### config.mk
export PLATFORM = sky130hd
export DESIGN_NAME = event_decimator
export DESIGN_NICKNAME = d
export VERILOG_FILES = /design/src/rtl/event_decimator.sv
export SDC_FILE = /design/constraint.sdc
export NUM_CORES = 1
export LEC_CHECK = 0
export BUFFER_PORTS_ARGS = -buffer_cell sky130_fd_sc_hd__buf_2
export CAP_MARGIN = 25
export CORE_AREA = 2 2 107 109
export CTS_BUF_LIST = sky130_fd_sc_hd__clkbuf_2
export DETAILED_ROUTE_END_ITERATION = 8
export DIE_AREA = 0 0 109 111
export GPL_TIMING_DRIVEN = 0
export PLACE_DENSITY_LB_ADDON = 0.12
export SYNTH_ARGS = -nofsm -noshare
export SYNTH_HDL_FRONTEND = slang
export SYNTH_SLANG_ARGS = --single-unit
### constraint.sdc
create_clock -name clk -period 5.5 [get_ports clk]
set_input_delay 0.275 -clock clk [delete_from_list [all_inputs] [get_ports clk]]
set_output_delay 0.275 -clock clk [all_outputs]
set_load 0.02 [all_outputs]
### src/rtl/event_decimator.sv
// Per-channel event decimator: counts rising edges of evt_in and emits a gated one-cycle
// fire pulse every N+1 edges (or on every edge / once, depending on channel mode).
module event_decimator #(
  parameter int unsigned NCH   = 8,
  parameter int unsigned CNT_W = 8
) (
  input  logic                   clk,
  input  logic                   reset,
  input  logic [NCH-1:0]         evt_in,
  input  logic                   pwm_onoff,
  input  logic                   int_onoff,
  input  logic                   carr_onoff,
  input  logic [2*NCH-1:0]       mode,
  input  logic [CNT_W*NCH-1:0]   event_count,
  input  logic [NCH-1:0]         rearm,
  input  logic [NCH-1:0]         pend_clr,
  output logic [NCH-1:0]         evt_out,
  output logic [CNT_W*NCH-1:0]   evt_cnt,
  output logic [NCH-1:0]         done,
  output logic [NCH-1:0]         pend,
  output logic                   irq
);

  typedef enum logic [1:0] {
    ModeDisabled = 2'd0,
    ModePass     = 2'd1,
    ModeDecimate = 2'd2,
    ModeOneshot  = 2'd3
  } mode_e;

  logic [NCH-1:0]       evt_prev_q;
  logic [2*NCH-1:0]     mode_q;
  logic [CNT_W*NCH-1:0] cnt_q, cnt_d;
  logic [NCH-1:0]       done_q, done_d;
  logic [NCH-1:0]       pend_q, pend_d;
  logic [NCH-1:0]       evt_out_q, evt_out_d;
  logic                 irq_q, irq_d;
  logic [NCH-1:0]       term;
  logic                 gate;

  assign gate = pwm_onoff & int_onoff & carr_onoff;

  for (genvar i = 0; i < NCH; i++) begin : g_ch
    logic [CNT_W-1:0] cnt_cur, cnt_nxt, n_val;
    logic [1:0]       mode_cur;
    logic             rise, done_nxt, term_nxt;

    assign cnt_cur  = cnt_q[i*CNT_W +: CNT_W];
    assign n_val    = event_count[i*CNT_W +: CNT_W];
    assign mode_cur = mode[2*i +: 2];
    assign rise     = evt_in[i] & ~evt_prev_q[i];

    always_comb begin
      cnt_nxt  = cnt_cur;
      done_nxt = done_q[i];
      term_nxt = 1'b0;
      // A mode switch or rearm restarts the channel and swallows any coincident rise.
      if ((mode_cur != mode_q[2*i +: 2]) || rearm[i]) begin
        cnt_nxt  = '0;
        done_nxt = 1'b0;
      end else begin
        unique case (mode_e'(mode_cur))
          ModeDisabled: begin
            cnt_nxt  = '0;
            done_nxt = 1'b0;
          end
          ModePass: begin
            cnt_nxt  = '0;
            done_nxt = 1'b0;
            term_nxt = rise;
          end
          ModeDecimate: begin
            if (rise) begin
              if (cnt_cur >= n_val) begin
                cnt_nxt  = '0;
                term_nxt = 1'b1;
              end else begin
                cnt_nxt = cnt_cur + 1'b1;
              end
            end
          end
          ModeOneshot: begin
            if (rise && !done_q[i]) begin
              if (cnt_cur >= n_val) begin
                cnt_nxt  = '0;
                done_nxt = 1'b1;
                term_nxt = 1'b1;
              end else begin
                cnt_nxt = cnt_cur + 1'b1;
              end
            end
          end
          default: ;
        endcase
      end
    end

    assign cnt_d[i*CNT_W +: CNT_W] = cnt_nxt;
    assign done_d[i]               = done_nxt;
    assign term[i]                 = term_nxt;
  end

  // Gates only mask the pulse; counters and done flags advance regardless.
  always_comb begin
    evt_out_d = term & {NCH{gate}};
    pend_d    = evt_out_d | (pend_q & ~pend_clr);
    irq_d     = |pend_d;
  end

  always_ff @(posedge clk) begin
    if (!reset) begin
      // Tracking evt_in during reset stops a level held high from looking like a rise.
      evt_prev_q <= evt_in;
      mode_q     <= '0;
      cnt_q      <= '0;
      done_q     <= '0;
      pend_q     <= '0;
      evt_out_q  <= '0;
      irq_q      <= 1'b0;
    end else begin
      evt_prev_q <= evt_in;
      mode_q     <= mode;
      cnt_q      <= cnt_d;
      done_q     <= done_d;
      pend_q     <= pend_d;
      evt_out_q  <= evt_out_d;
      irq_q      <= irq_d;
    end
  end

  assign evt_out = evt_out_q;
  assign evt_cnt = cnt_q;
  assign done    = done_q;
  assign pend    = pend_q;
  assign irq     = irq_q;

endmodule

==> summary by stage <==
Power and ir drop
The fraction of power spent switching nets is 0.257. For this design the static power due to leakage is 0.00399 uW. Of the total power, registers draw 0.550. The worst-case IR drop observed on VDD is 131 uV. Internal power comes to 1130 uW. In this run the power spent charging and discharging nets is 391 uW. The share of total power dissipated in the clock network is 0.331. Power spread over the standard cell area amounts to 189 nW/um^2. Of the total power, combinational logic draws 0.120.

Yosys
The number of synthesized register bits is 113. Among all flip-flop cells after synthesis, the most frequent one is sky130_fd_sc_hd__dfxtp_1. During synthesis, Yosys emitted a total of 0 warnings. The share of synthesized area in the top cell type comes to 0.367. The synthesized net count is 899. The cell taking the most area after synthesis is sky130_fd_sc_hd__dfxtp_1. The combined area of all synthesized cells is 6160 um^2.

The cell count after synthesis came out at 718. Of all flip-flops after synthesis, the portion carrying an async set or reset was 0. The mean cell area of the mapped netlist is 8.58 um^2.

Yosys attributes the largest share of cell area to sky130_fd_sc_hd__dfxtp_1 (37%), sky130_fd_sc_hd__ha_1 (15%), sky130_fd_sc_hd__xor2_1 (7.5%). Synthesis instantiated 43 different standard cells from the library. The sequential cell area fraction in the yosys report is 0.367. The synthesized design contains 0 enable-type register cells.

Critical path
The highest net fanout along the worst path is 5. The number of buffers and inverters on the critical path is 2. Counting stages on the worst path, the most repeated cell is sky130_fd_sc_hd__nor2_1. The category of the worst setup path capture point is a flop.

The worst stage delay on the critical path is 640 ps. The critical path is of the reg2reg type. On the critical path the largest part of the delay comes from simple AND/OR/NAND/NOR gates. The standard cell with the maximum stage delay on the critical path is sky130_fd_sc_hd__nor4b_1. Traced cell by cell, the critical path runs through inv_1 > ha_1 > o21ai_0 > a221oi_1 > nor4b_1 > nor3_1 > nor2_1 > dlygate4sd3_1 > nor2_1. STA puts the critical path data arrival time at 3310 ps. The required time of the critical path is 6070 ps. The kind of start point of the critical path is a flop.

Timing
The headroom to the max-slew limit is 0.427. At the pin with the least slew margin, the transition time is 847 ps. The max-slew violation count is 0. Adding up every negative setup slack in the final design gives 0 ps. The final number of setup-violating endpoints is 0. The final count of hold timing violations is 0.

Counting I/O delays and the setup requirement, the final critical path takes 2740 ps. The minimum setup slack in the final design is 2760 ps. Setup repair after global routing left no endpoint under its margin.

Across the routed clock network, the largest skew measured is 19.6 ps. The period utilization is 0.498. Timing would allow up to 365 MHz.

Floorplanning
The initial utilization of the core area, before any placement, comes to 0.556. The die outline width is 109 um. The core region is 11100 um^2.

The floorplan row count is 39. The die is 111 um tall. The top-level I/O count is 198.

The total die area is 12100 um^2.

Global routing
Entering global routing, the biggest net connects 17 pins. For this run, the total global-route usage over all layers was measured as 0.259. The initial antenna violation count was 0. The first-pass GRT wire length is 25.1 mm. The via count of the first global-routing pass was 5675. Global routing finished with a remaining overflow of 0.

Drt
The post-detailed-route DRC marker count is 0. After detailed routing, the average wire length per cell comes to 13.1 um. The number of nets still failing antenna checks after routing is 0.

Before antenna repair, the detailed router went through 4 iterations. The initial detailed-routing violation count is 252. The detail-routed via count per cell is 5.10. After detailed routing, the total wire length is 14.9 mm. Detailed routing inserted a total of 5805 vias.

Clocking
The H-tree depth is 4. The total clock sinks is 113. In this run the clock root is driven by a sky130_fd_sc_hd__clkbuf_2. The number of clock buffers inserted by TritonCTS is 17. The TritonCTS clock tree is yes. The number of buffers inserted by post-CTS setup repair is 0. After clock tree synthesis, the clock-pin slew on the worst setup and hold paths is 150 ps. Buffers inserted to repair hold after CTS numbered 50. The number of gates resized after CTS was 0. The maximum buffer depth of the clock tree is 2. Clock latency on the worst-skew pair, taken at its later pin, is 680 ps.

Status
The run finished with clean final reports.

Job
The max-cap violation count is 0.

Layout
The signed area change from the synthesized netlist to the final layout is 30.2%. After the last flow step, the layout net total stands at 1164. The number of antenna diodes in the final layout is 0. The share of final-layout standard cells stronger than drive strength 1 is 0.231.

Worst hold path
The worst hold path belongs to the class in2reg.

Place
The congestion estimate from routability-driven global placement came to 0.870. The post-DP HPWL is 11.4 mm. Port buffering added 196 buffers. Before CTS, the worst setup slack after placement is 2900 ps.
==> per-layer routing <==
| layer | track usage | vias up | routed length, um |
|---|---|---|---|
| li1 | - | 2980 | - |
| met1 | 0.304 | 2634 | 6510 |
| met2 | 0.438 | 155 | 7130 |
| met3 | 0.0711 | 36 | 940 |
| met4 | 0.110 | 0 | 364 |
| met5 | 0 | - | 0 |
==> cells in the final DEF (no fill, tap or decap), types with 16 or more instances in the layout <==
master	synthesis	final
sky130_fd_sc_hd__dfxtp_1	113	113
sky130_fd_sc_hd__inv_1	94	94
sky130_fd_sc_hd__o21ai_0	24	24
sky130_fd_sc_hd__nand2_1	37	37
sky130_fd_sc_hd__dlygate4sd3_1	0	50
sky130_fd_sc_hd__nor2_1	87	87
sky130_fd_sc_hd__ha_1	72	72
sky130_fd_sc_hd__a21oi_1	26	26
sky130_fd_sc_hd__and2_1	28	28
sky130_fd_sc_hd__nor3_1	16	16
sky130_fd_sc_hd__xor2_1	53	53
sky130_fd_sc_hd__clkbuf_2	0	22
sky130_fd_sc_hd__xnor2_1	17	17
sky130_fd_sc_hd__buf_2	0	196
sky130_fd_sc_hd__nand4_1	27	27
==> state kept, by name (all words and copies together), names as in the netlist <==
signal      flops
pend            8
done            8
evt_out         8
evt_cnt        64
mode_q         16
evt_prev_q      8
irq             1
==> through the flow <==
| step | utilization | cells | total power [uW] | hold WS, ps | instance area [um^2] |
|---|---|---|---|---|---|
| after global placement | 0.661 | 1057 | 1000 | 394 | 7320 |
| after detailed placement | 0.661 | 1057 | 1010 | 397 | 7320 |
| after global routing | 0.724 | 1139 | 1600 | 133 | 8020 |
| final | 0.724 | 1139 | 1520 | 164 | 8020 |
| after CTS | 0.724 | 1139 | 1530 | 82.5 | 8020 |
| after floorplan | - | 718 | 940 | 303 | 6160 |
==> path summary, 6_finish.rpt <==
check                                 from                       end  slack (ps)  cells past startpoint
setup / recovery  evt_cnt[32]$_SDFFE_PP0P_        pend[4]$_SDFF_PN0_        2760                      9
hold / removal             event_count[23]  evt_cnt[22]$_SDFFE_PP0P_         160                      6
setup reg to reg  evt_cnt[32]$_SDFFE_PP0P_        pend[4]$_SDFF_PN0_        2760                      9
hold reg to reg       done[0]$_SDFFE_PP0P_      done[0]$_SDFFE_PP0P_         520                      2
==> worst reg2reg max path, stage by stage (launching register included) <==
cell	delay (ps)
sky130_fd_sc_hd__dfxtp_1	460
sky130_fd_sc_hd__inv_1	70
sky130_fd_sc_hd__ha_1	260
sky130_fd_sc_hd__o21ai_0	200
sky130_fd_sc_hd__a221oi_1	120
sky130_fd_sc_hd__nor4b_1	640
sky130_fd_sc_hd__nor3_1	170
sky130_fd_sc_hd__nor2_1	140
sky130_fd_sc_hd__dlygate4sd3_1	560
sky130_fd_sc_hd__nor2_1	40
==> power by group through the flow <==
stage          sequential (uW)  combinational, uW  clock [uW]
2_1_floorplan              855               85.6           0
3_3_place_gp               853                149           0
3_5_place_dp               854                155           0
4_1_cts                    836                182         516
5_1_grt                    838                206         553
6_report                   836                182         502
==> synthesized netlist by cell type, types with 10 or more instances <==
library cell	count
sky130_fd_sc_hd__dfxtp_1	113
sky130_fd_sc_hd__inv_1	94
sky130_fd_sc_hd__nor2_1	87
sky130_fd_sc_hd__ha_1	72
sky130_fd_sc_hd__xor2_1	53
sky130_fd_sc_hd__nand2_1	37
sky130_fd_sc_hd__and2_1	28
sky130_fd_sc_hd__nand4_1	27
sky130_fd_sc_hd__a21oi_1	26
sky130_fd_sc_hd__o21ai_0	24
sky130_fd_sc_hd__xnor2_1	17
sky130_fd_sc_hd__nor3_1	16
sky130_fd_sc_hd__and3_1	15
sky130_fd_sc_hd__nand3_1	13
sky130_fd_sc_hd__nand2b_1	10
==> cells by family (layout without fill, tap and decap cells) <==
kind of cell	after synthesis	count (layout)	synth area share
AND/OR/NAND/NOR	268	268	0.223
flip-flops	113	113	0.367
buffers and inverters	99	377	0.0603
AO/OA/AOI/OAI	92	92	0.0969
adder cells (fa/ha/maj)	72	72	0.146
XOR/XNOR	70	70	0.0995
multiplexers	4	4	0.00650
==> layout make-up <==
type / count / area [um^2]
flip-flops and latches: 113 / 2260
multi-input cells: 506 / 3530
repair buffers: 246 / 1480
fillers: 901 / 3050
clock buffers: 22 / 110
clock inverters: 10 / 92.6
well taps: 143 / 179
inverters: 94 / 353
plain buffers: 5 / 18.8
(Power assumes the default switching activity.)
